## config.mk

```make
export PLATFORM = sky130hd
export DESIGN_NAME = gates7_dataflow
export DESIGN_NICKNAME = d
export VERILOG_FILES = /design/src/rtl/gates7_dataflow.sv
export SDC_FILE = /design/constraint.sdc
export NUM_CORES = 1
export LEC_CHECK = 0
export CORE_AREA = 2 2 39 41
export CTS_CLUSTER_DIAMETER = 200
export CTS_CLUSTER_SIZE = 16
export DETAILED_ROUTE_END_ITERATION = 8
export DIE_AREA = 0 0 41 43
export PLACE_DENSITY = 0.71
export SYNTH_ARGS = -nofsm -noshare
export SYNTH_HDL_FRONTEND = slang
export SYNTH_SLANG_ARGS = --single-unit
```

## constraint.sdc

```tcl
create_clock -name clk -period 2 [get_ports clk]
set_input_delay 0.4 -clock clk [delete_from_list [all_inputs] [get_ports clk]]
set_output_delay 0.4 -clock clk [all_outputs]
set_load 0.02 [all_outputs]
```

## src/rtl/gates7_dataflow.sv

```systemverilog
// Seven bitwise two-input gate functions: zero-latency dataflow outputs (f_*)
// plus a registered copy (r_*) qualified by a one-cycle out_valid pulse.
module gates7_dataflow #(
  parameter int WIDTH = 1
) (
  input  logic             clk,
  input  logic             rst,
  input  logic [WIDTH-1:0] a,
  input  logic [WIDTH-1:0] b,
  input  logic             in_valid,
  output logic [WIDTH-1:0] f_and,
  output logic [WIDTH-1:0] f_or,
  output logic [WIDTH-1:0] f_not,
  output logic [WIDTH-1:0] f_nand,
  output logic [WIDTH-1:0] f_nor,
  output logic [WIDTH-1:0] f_xor,
  output logic [WIDTH-1:0] f_xnor,
  output logic [WIDTH-1:0] r_and,
  output logic [WIDTH-1:0] r_or,
  output logic [WIDTH-1:0] r_not,
  output logic [WIDTH-1:0] r_nand,
  output logic [WIDTH-1:0] r_nor,
  output logic [WIDTH-1:0] r_xor,
  output logic [WIDTH-1:0] r_xnor,
  output logic             out_valid
);

  typedef struct packed {
    logic [WIDTH-1:0] g_and;
    logic [WIDTH-1:0] g_or;
    logic [WIDTH-1:0] g_not;
    logic [WIDTH-1:0] g_nand;
    logic [WIDTH-1:0] g_nor;
    logic [WIDTH-1:0] g_xor;
    logic [WIDTH-1:0] g_xnor;
  } gates_t;

  gates_t f_res, r_res;
  logic   vld_q;

  assign f_res.g_and  = a & b;
  assign f_res.g_or   = a | b;
  assign f_res.g_not  = ~a;
  assign f_res.g_nand = ~(a & b);
  assign f_res.g_nor  = ~(a | b);
  assign f_res.g_xor  = a ^ b;
  assign f_res.g_xnor = ~(a ^ b);

  assign f_and  = f_res.g_and;
  assign f_or   = f_res.g_or;
  assign f_not  = f_res.g_not;
  assign f_nand = f_res.g_nand;
  assign f_nor  = f_res.g_nor;
  assign f_xor  = f_res.g_xor;
  assign f_xnor = f_res.g_xnor;

  // Reset clears everything, including gates whose combinational value is 1 at a=b=0.
  always_ff @(posedge clk) begin
    if (rst) begin
      r_res <= '0;
      vld_q <= 1'b0;
    end else begin
      if (in_valid) r_res <= f_res;
      vld_q <= in_valid;
    end
  end

  assign r_and     = r_res.g_and;
  assign r_or      = r_res.g_or;
  assign r_not     = r_res.g_not;
  assign r_nand    = r_res.g_nand;
  assign r_nor     = r_res.g_nor;
  assign r_xor     = r_res.g_xor;
  assign r_xnor    = r_res.g_xnor;
  assign out_valid = vld_q;

endmodule

```

# [Yosys cells after proc, flatten, opt, wreduce, memory -nomap -nowiden]
# Cells that the tools add are included.
# Widths: inputs -> output; s select.
[totals] register_bits=8 output_inout_bits=15 elab_cells=15
[classes] bitwise_logic=7
[op_table] operator="$not 1->1" n=4
[op_table] operator="$and 1x1->1" n=1
[op_table] operator="$or 1x1->1" n=1
[op_table] operator="$xor 1x1->1" n=1

# [Longest topological paths before layout]
# Gate-level depths: netlist of run 1.
[depth] depth_word=2 ltp_mapped=4

# [Worst setup path before layout of run 1]
# Ideal clock, no wire load.
[synth_path] kind="input-to-output" from="in a" to="out f_xnor" arrival_time_ps=1132 setup_slack_ps=468 path_stages=3 n_path_buf=0 path_cell_list="inv_1 ha_1 inv_1"
[synth_via] elab_chain_cells=2
[synth_rtl] item="start: declaration" line="8" rtl="input logic [WIDTH-1:0] a,"
[synth_rtl] item="$xor 1x1->1"
[synth_rtl] item="named net f_xor" line="16" rtl="output logic [WIDTH-1:0] f_xor,"
[synth_rtl] item="$not 1->1" line="47" rtl="assign f_res.g_xnor = ~(a ^ b);"
[synth_rtl] item="end: declaration" line="17" rtl="output logic [WIDTH-1:0] f_xnor,"
# The timed path passes the listed nets, and every way through them passes these cells.

# [Worst setup path after layout of run 1]
[layout_path] from="in b" to="out f_xnor"
[layout_via] elab_chain_cells=2
[layout_rtl] item="start: declaration" line="9" rtl="input logic [WIDTH-1:0] b,"
[layout_rtl] item="$xor 1x1->1" line="47"
[layout_rtl] item="$not 1->1" line="47"
# No other way between the ends.

==> results of run 1 <==
[path summary, 6_finish.rpt]
| check | start | to | slack, ns |
|---|---|---|---|
| min reg2reg | r_and | r_and | 0.50 |
| min | r_and | r_and | 0.50 |
| max reg2reg | r_xnor | r_xnor | 1.38 |
| max | b | f_xnor | 0.07 |
[per-stage QoR]
stage	cell area, um2	hold WS, ns	setup WS [ns]
after floorplan	357.8	0.4970	0.4682
after global placement	589.3	0.4790	-0.3347
after detailed placement	589.3	0.4963	-0.3548
after CTS	621.8	0.5077	-0.004657
after global routing	618.1	0.5283	0.008833
final	618.1	0.4991	0.06651
[power breakdown]
group	internal, mW	switching, mW
registers	0.170	0.00481
clock network	0.0687	0.0552
logic	0.0553	0.0557
[worst max-delay path: cells and delay by family]
| family | cells | cell delay (ns) |
|---|---|---|
| fa+ha+maj | 1 | 0.29 |
| buf+inv | 4 | 0.85 |
[layer usage]
metal / share of wire / wire length (um) / vias to the layer above / track usage
met5: 0 / 0 / - / 0
met4: 0.015 / 11 / 0 / 0.04000
met3: 0.10 / 72 / 3 / 0.07853
met2: 0.48 / 343 / 11 / 0.1438
met1: 0.40 / 283 / 146 / 0.1165
li1: - / - / 157 / -
[kinds of logic (layout without fill, tap and decap cells)]
kind of cell    count (synthesis)  after routing
compound gates                  4              4
buf+inv                         7             32
simple gates                    8              8
flops                           8              8
mux                             3              3
fa+ha+maj                       4              4
[registers in the layout, summed over array words and instances (netlist names)]
register / flops
out_valid: 1
r_and: 1
r_nand: 1
r_nor: 1
r_not: 1
r_or: 1
r_xnor: 1
r_xor: 1
[final cells by class]
type | count | area share
sequential | 8 | 0.2591
inverter | 5 | 0.03036
clock buffer | 3 | 0.03644
tap | 16 | 0.03239
timing repair buffer | 24 | 0.3583
multi-input combinational | 19 | 0.2834
[placed cells by master (no fill, tap or decap)]
master,count
clkdlybuf4s50_1,12
nor2b_1,1
mux2i_1,3
clkdlybuf4s15_2,2
dfxtp_1,8
nor2_1,7
a211oi_2,4
clkdlybuf4s15_1,1
ha_1,3
buf_4,5
ha_4,1
clkbuf_4,3
clkbuf_2,1
dlygate4sd2_1,3
inv_1,5
==> metrics, run 1 <==
syn_nets=43; Final HPWL DP=554.6 um; area delta synth->final=72.73%; Core Rows=14; Max transition margin=0.6454; grt total ovfl=0; DIE WIDTH=41 um; YS warnings=0; first-pass GRT wire length=1.173 mm; register area=160.2 um2; DRC=0; Crit Path Category=in -> out; startpoint class of the critical path=primary input; Routed WL=711 um; syn_area_per_cell=10.52 um2; post-layout util=0.4467; root buf cell=clkbuf_4; critical path arrival=1.53 ns; clk slew on worst S/H paths=0.05 ns; vias in the first global route=272; post-layout minimum cycle time=1.933 ns; Hold Violations, Final=0; 1st-pass router iterations=2; io pins=20; clk_lat worst skew=0.25 ns; Worst Setup End Kind=primary output; area leader, netlist=dfxtp_1; Synth Area in Adders=0.1399; Synth top area share=0.4476; Die Ht=43 um; reg2reg path depth=2; Final Wtd Congestion=0.6906; Leakage=0.2764 nW; worst-case clock buffer depth=2; crit path cell chain=clkdlybuf4s50_1 -> inv_1 -> ha_4 -> inv_1 -> clkdlybuf4s15_2; maxcap violations=0; VDD IR max=0.2720 mV; via count=317; die area=1763 um2; Synth cell types=9; # setup viols final=0; Post-Syn Area=357.8 um2; number of port buffers=19; H-tree Lvls=1; most instantiated cells after synthesis=dfxtp_1, nor2_1, inv_1; clk_skew=0 ns; CP max stage delay=0.49 ns; Pwr Density=662.6 nW/um2; ys flop type=dfxtp_1; Slew @ Worst Pin=0.5302 ns; main combinational cell family by area after synthesis=compound AO/OA/AOI/OAI gates; multiplexer share of the synthesized area=0.08392; Max Slew Vio Count=0; Gate Count Post-Synth=34; initial drt markers=2; Worst EP required=1.60 ns; antenna viol nets, final=0; Simple-Gate Fraction of Synth Area=0.09091; Setup Fix Bufs, Post-CTS=0; hold depth=2; status=finished clean; filler instances=144; Final period util=0.9667; fin nets=70; Resize count post-CTS=13; routed vias/inst=4.227; Synth Area in Compound Gates=0.1399; hold crit path type=reg -> reg; initial antenna violation count=0; Seq/Total Area, Yosys=0.4476; Layout Cells excl Fill=75; Total GRT Usage=0.1036; Post-synth ARST share=0; largest net degree at the start of global routing=13; total power=409.6 uW; synthesis-stage register bit count=8; # clock sinks=8; CP max stage cell=clkdlybuf4s50_1; CTS buffer count=3; Wirelength per Cell=9.480 um; placed cells=72; achievable clock frequency=517.2 MHz; setup TNS=0 ns; Critical Path Most Common Cell=inv_1; CORE AREA=1384 um2; EDFF count, synth=0; Hold Buf Count CTS=0; crit path max fanout=4; largest cells by area after synthesis=dfxtp_1, a211oi_2, ha_1; CTS tree=yes; Initial Util=0.2586; layout cells sized above 1=0.2712; most frequent cell after synthesis=dfxtp_1; antenna cells=0; area of the multi-input gates=175.2 um2; RSZ-0062 raised after global routing=no; xor and xnor area share after synthesis=0
(Power assumes the default switching activity.)
==> run 2, diff against run 1 <==
CAP_MARGIN = 10   (was not set)
CELL_PAD_IN_SITES_DETAIL_PLACEMENT = 1   (was not set)
CELL_PAD_IN_SITES_GLOBAL_PLACEMENT = 2   (was not set)
CORE_AREA = not set   (was 2 2 39 41)
CORE_UTILIZATION = 21   (was not set)
DIE_AREA = not set   (was 0 0 41 43)
PLACE_DENSITY = 0.88   (was 0.71)
==> run 2 against run 1 <==
  * Sequential share of layout area is 0.21 points higher
  * Power is 0.35% higher
  * Highest routed layer unchanged
  * Flip-flop and latch count stayed put
  * Global-route usage is 0.65 points higher
  * Largest power group unchanged
  * Critical endpoint is now f_nor
==> metrics, run 2 (synthesized netlist as in run 1, its figures left out) <==
status=finished clean; Layout Cells excl Fill=77 (+2.7%); WHS=0.4983 ns (-0.0008900 ns); antenna viol nets, final=0 (unchanged); crit path to=f_nor; worst r2r src=r_xor; crit path max fanout=2 (-2); Crit Path Category=in -> out; commonest non-fill, non-tap cells in the layout=clkdlybuf4s50_1, dfxtp_1, nor2_1, buf_4, inv_1; routed vias/inst=4.117 (-2.6%); number of port buffers=19 (unchanged); CP startpoint=a; initial antenna violation count=0 (unchanged); # clock sinks=8 (unchanged); critical path arrival=1.56 ns (+0.03 ns); fin nets=72 (+2.9%); Total GRT Usage=0.1101 (+0.006526); Pwr Density=670.4 nW/um2 (+1.2%); most common cell after layout, fill and taps aside=clkdlybuf4s50_1; Final WS setup=0.04381 ns (-0.02270 ns); P_int=292.6 uW (-0.42%); Sw Share=0.2880 (+0.005542); Worst EP required=1.60 ns (about the same); Final Cell Area=613.1 um2 (-0.81%); H-tree Lvls=1 (unchanged); largest net degree at the start of global routing=13 (unchanged); startpoint class of the critical path=primary input; Max Slew Vio Count=0 (unchanged); area delta synth->final=71.33%; area of the multi-input gates=162.7 um2 (-7.1%); Final Wtd Congestion=0.6503 (-5.8%); Comb pwr share=0.269 (-0.002); CP max stage delay=0.48 ns (about the same); RSZ-0062 raised after global routing=no; Worst Setup End Kind=primary output; # setup viols final=0 (unchanged); CTS tree=yes; Slew @ Worst Pin=0.5372 ns (+0.006979 ns); Cell Area, Placed=604.3 um2 (+2.5%); net switching power=118.4 uW (+2.3%); antenna cells=0 (unchanged); DRC=0 (unchanged); hold crit path type=reg -> reg; 1st-pass router iterations=3 (+1); post-layout minimum cycle time=1.956 ns (+0.02270 ns); maxcap violations=0 (unchanged); Setup Fix Bufs, Post-CTS=0 (unchanged); Routed WL=856 um (+20%); Initial Util=0.2321 (-0.02645); clk_lat worst skew=0.25 ns (about the same); CP delay by family, top=buffers and inverters; Hold Buf Count CTS=0 (unchanged); grt total ovfl=0 (unchanged); DP Worst Slack=-0.3288 ns (+0.02603 ns); io pins=20 (unchanged); achievable clock frequency=511.2 MHz (-1.2%); reg2reg end=r_xor; CP bufs+invs=4 (unchanged); clk_skew=0 ns (unchanged); clk slew on worst S/H paths=0.06 ns (about the same); vias in the first global route=302 (+11%); placed cells=74 (+2.8%); crit path cell chain=clkdlybuf4s50_1 -> inv_1 -> buf_4 -> ha_1 -> clkdlybuf4s15_1; Final period util=0.9781 (+0.01135); CORE AREA=1541 um2 (+11%); critical path depth=5 (unchanged); DIE WIDTH=43.28 um (+5.6%); worst-case clock buffer depth=2 (unchanged); layout cells sized above 1=0.2623 (-0.008891); via count=317 (unchanged); Final HPWL DP=675 um (+22%); CTS buffer count=3 (unchanged); Leakage=0.2850 nW (+3.1%); filler instances=191 (+33%); initial drt markers=2 (unchanged); Hold Violations, Final=0 (unchanged); VDD IR max=0.2989 mV (+9.9%); Core Rows=14 (unchanged); FF-to-FF setup slack=1.37 ns (about the same); first-pass GRT wire length=1.352 mm (+15%); Wirelength per Cell=11.12 um (+17%); root buf cell=clkbuf_4; die area=1873 um2 (+6.2%); reg2reg path depth=2 (unchanged); Reg power frac=0.425 (-0.002); CP max stage cell=clkdlybuf4s50_1; Resize count post-CTS=11 (-2); clock share of power=0.306 (+0.004); Die Ht=43.28 um (+0.65%); register area=160.2 um2 (unchanged); Max transition margin=0.6407 (-0.004667); setup TNS=0 ns (unchanged)
[run 2: cell count changes in the layout (fill, tap and decap cells not counted)]
cell,before,now
buf_4,5,7
clkdlybuf4s15_2,2,0
buf_2,0,1
clkdlybuf4s15_1,1,2
ha_1,3,4
ha_4,1,0
[run 2: power by group through the flow]
stage	Clock [mW]	Combinational, mW	Sequential, mW
floorplan	0	0.0451	0.191
detailed placement	0	0.120	0.178
finish	0.126	0.111	0.175
global placement	0	0.117	0.178
global route	0.147	0.118	0.176
CTS	0.135	0.115	0.175
[run 2: worst min-delay path by stage]
stage | startpoint | end | slack (ns) | cells past startpoint
final | r_and | r_and | 0.50 | 2
after global routing | r_nand | r_nand | 0.52 | 2
after floorplan | a | r_not | 0.50 | 1
after global placement | r_nor | r_nor | 0.48 | 2
after CTS | r_and | r_and | 0.50 | 2
after detailed placement | r_and | r_and | 0.49 | 2
[run 2: area by class of cell]
type | instances | share of cell area
sequential | 8 | 0.2612
tap | 16 | 0.03265
timing repair buffer | 26 | 0.3735
clock buffer | 3 | 0.03673
multi-input combinational | 19 | 0.2653
inverter | 5 | 0.03061
[run 2: metrics by stage]
stage	utilization	power, mW
final	0.3977	0.4110
after global routing	0.3977	0.4408
after CTS	0.4042	0.4251
after detailed placement	0.3920	0.2980
after global placement	0.3920	0.2953
after floorplan	-	0.2357
[run 2: metal layers]
| metal | vias to the layer above | global-route usage | share of wire |
|---|---|---|---|
| met3 | 2 | 0.03830 | 0.058 |
| li1 | 163 | - | - |
| met2 | 9 | 0.1701 | 0.51 |
| met1 | 143 | 0.1108 | 0.40 |
| met4 | 0 | 0.1091 | 0.022 |
| met5 | - | 0 | 0 |
[run 2: worst register-to-register path, delay by kind of cell (launching register included)]
kind,cells,cell delay (ns)
DFF,1,0.32
muxes,1,0.13
and+or+nand+nor,1,0.06
==> run 3, diff against run 2 <==
CORE_UTILIZATION = 18   (was 21)
PLACE_DENSITY = 0.82   (was 0.88)
clock period = 1.6 ns   (was 2 ns; I/O delays follow)
==> run 3 against run 2 <==
  * Clock power is 21% higher
  * Hold slack improved by 0.0012 ns
  * Global-route usage is 1.6 points lower
  * Wire length down 4.2%
  * Sequential power is 25% higher
  * Largest cell class unchanged
==> metrics, run 3 (synthesized netlist as in run 1, its figures left out) <==
status=finished clean; Final Cell Area=635.6 um2 (+3.7%); Final Wtd Congestion=0.6370 (-2.0%); # clock sinks=8 (unchanged); CORE AREA=1802 um2 (+17%); DP Worst Slack=-0.5780 ns (-0.2492 ns); VDD IR max=0.3399 mV (+14%); worst-case clock buffer depth=2 (unchanged); fin nets=73 (+1.4%); number of port buffers=19 (unchanged); reg2reg path depth=2 (unchanged); CTS buffer count=3 (unchanged); crit path cell chain=clkdlybuf4s50_1; initial drt markers=1 (-1); 1st-pass router iterations=4 (+1); Final WS setup=0.09931 ns (+0.05551 ns); initial antenna violation count=0 (unchanged); Worst EP required=1.28 ns (-0.32 ns); startpoint class of the critical path=register; crit path max fanout=2 (unchanged); total power=515.3 uW (+25%); Leakage=0.2897 nW (+1.6%); clk slew on worst S/H paths=0.05 ns (about the same); Pwr Density=810.7 nW/um2 (+21%); Cell Area, Placed=623.1 um2 (+3.1%); DIE WIDTH=46.59 um (+7.6%); DRC=0 (unchanged); CP max stage delay=0.60 ns (+0.12 ns); die area=2170 um2 (+16%); # setup viols final=0 (unchanged); Initial Util=0.1986 (-0.03353); vias in the first global route=313 (+3.6%); H-tree Lvls=1 (unchanged); Crit Path Category=reg -> out; hold crit path type=reg -> reg; largest net degree at the start of global routing=13 (unchanged); antenna cells=0 (unchanged); Max Slew Vio Count=0 (unchanged); Die Ht=46.59 um (+7.6%); commonest non-fill, non-tap cells in the layout=clkdlybuf4s50_1, buf_4, dfxtp_1; Slew @ Worst Pin=0.3771 ns (-0.1601 ns); Hold Violations, Final=0 (unchanged); WHS=0.4994 ns (+0.001177 ns); Final period util=0.9379; CP max stage cell=clkdlybuf4s50_1; hold depth=2 (unchanged); Worst Setup End Kind=primary output; Hold Buf Count CTS=0 (unchanged); critical path depth=1 (-4); CP delay by family, top=buffers and inverters; antenna viol nets, final=0 (unchanged); critical path arrival=1.18 ns (-0.38 ns); clk_lat worst skew=0.25 ns (about the same); achievable clock frequency=666.4 MHz; maxcap violations=0 (unchanged); Routed WL=820 um (-4.2%); routed vias/inst=3.690 (-10%); Core Rows=15 (+1); CP bufs+invs=1 (-3); root buf cell=clkbuf_4; CTS tree=yes; via count=321 (+1.3%); Wirelength per Cell=9.425 um (-15%); area delta synth->final=77.62%; Max transition margin=0.7478 (+0.1071); first-pass GRT wire length=1.345 mm (-0.52%); layout cells sized above 1=0.3871 (+0.1248); io pins=20 (unchanged); Final HPWL DP=652.2 um (-3.4%); grt total ovfl=0 (unchanged); Total GRT Usage=0.09432 (-0.01582); clk_skew=0 ns (unchanged); RSZ-0062 raised after global routing=no; post-layout minimum cycle time=1.501 ns
-- run 3: where the power goes --
part | internal, mW | switching, mW
Sequential | 0.212 | 0.00589
Combinational | 0.0708 | 0.0728
Clock | 0.0858 | 0.0677
Total | 0.369 | 0.146
-- run 3: final cells by class --
class | count | area [um2]
Multi-Input combinational cell | 19 | 175.2
Sequential cell | 8 | 160.2
Clock buffer | 3 | 22.52
Inverter | 5 | 18.77
Timing Repair Buffer | 27 | 227.7
Tap cell | 25 | 31.28
Fill cell | 208 | 1166
-- run 3: what timing repair did --
item                                    CTS  global route
endpoints found under the hold margin     0             0
endpoints found under the setup margin    7             0
setup buffers                             0             0
gates resized for setup                  31             0
-- run 3: stage by stage --
step,utilization,setup TNS (ns),instances
CTS,0.3528,0,87
global route,0.3528,0,87
floorplan,-,0,34
detailed placement,0.3458,-3.292,84
global placement,0.3458,-3.167,84
finish,0.3528,0,87
-- run 3: worst paths after layout --
path,startpoint,end,slack [ns]
worst max register to register,r_nor,r_nor,0.99
worst max-delay path,r_xnor,r_xnor,0.1
worst min-delay path,r_xor,r_xor,0.50
worst min register to register,r_xor,r_xor,0.50
-- run 3: routing by layer --
metal	track usage	share of wire	vias up
li1	-	-	167
met1	0.1160	0.45	142
met2	0.1222	0.48	10
met3	0.04706	0.067	2
met4	0.07059	0.0061	0
met5	0	0	-
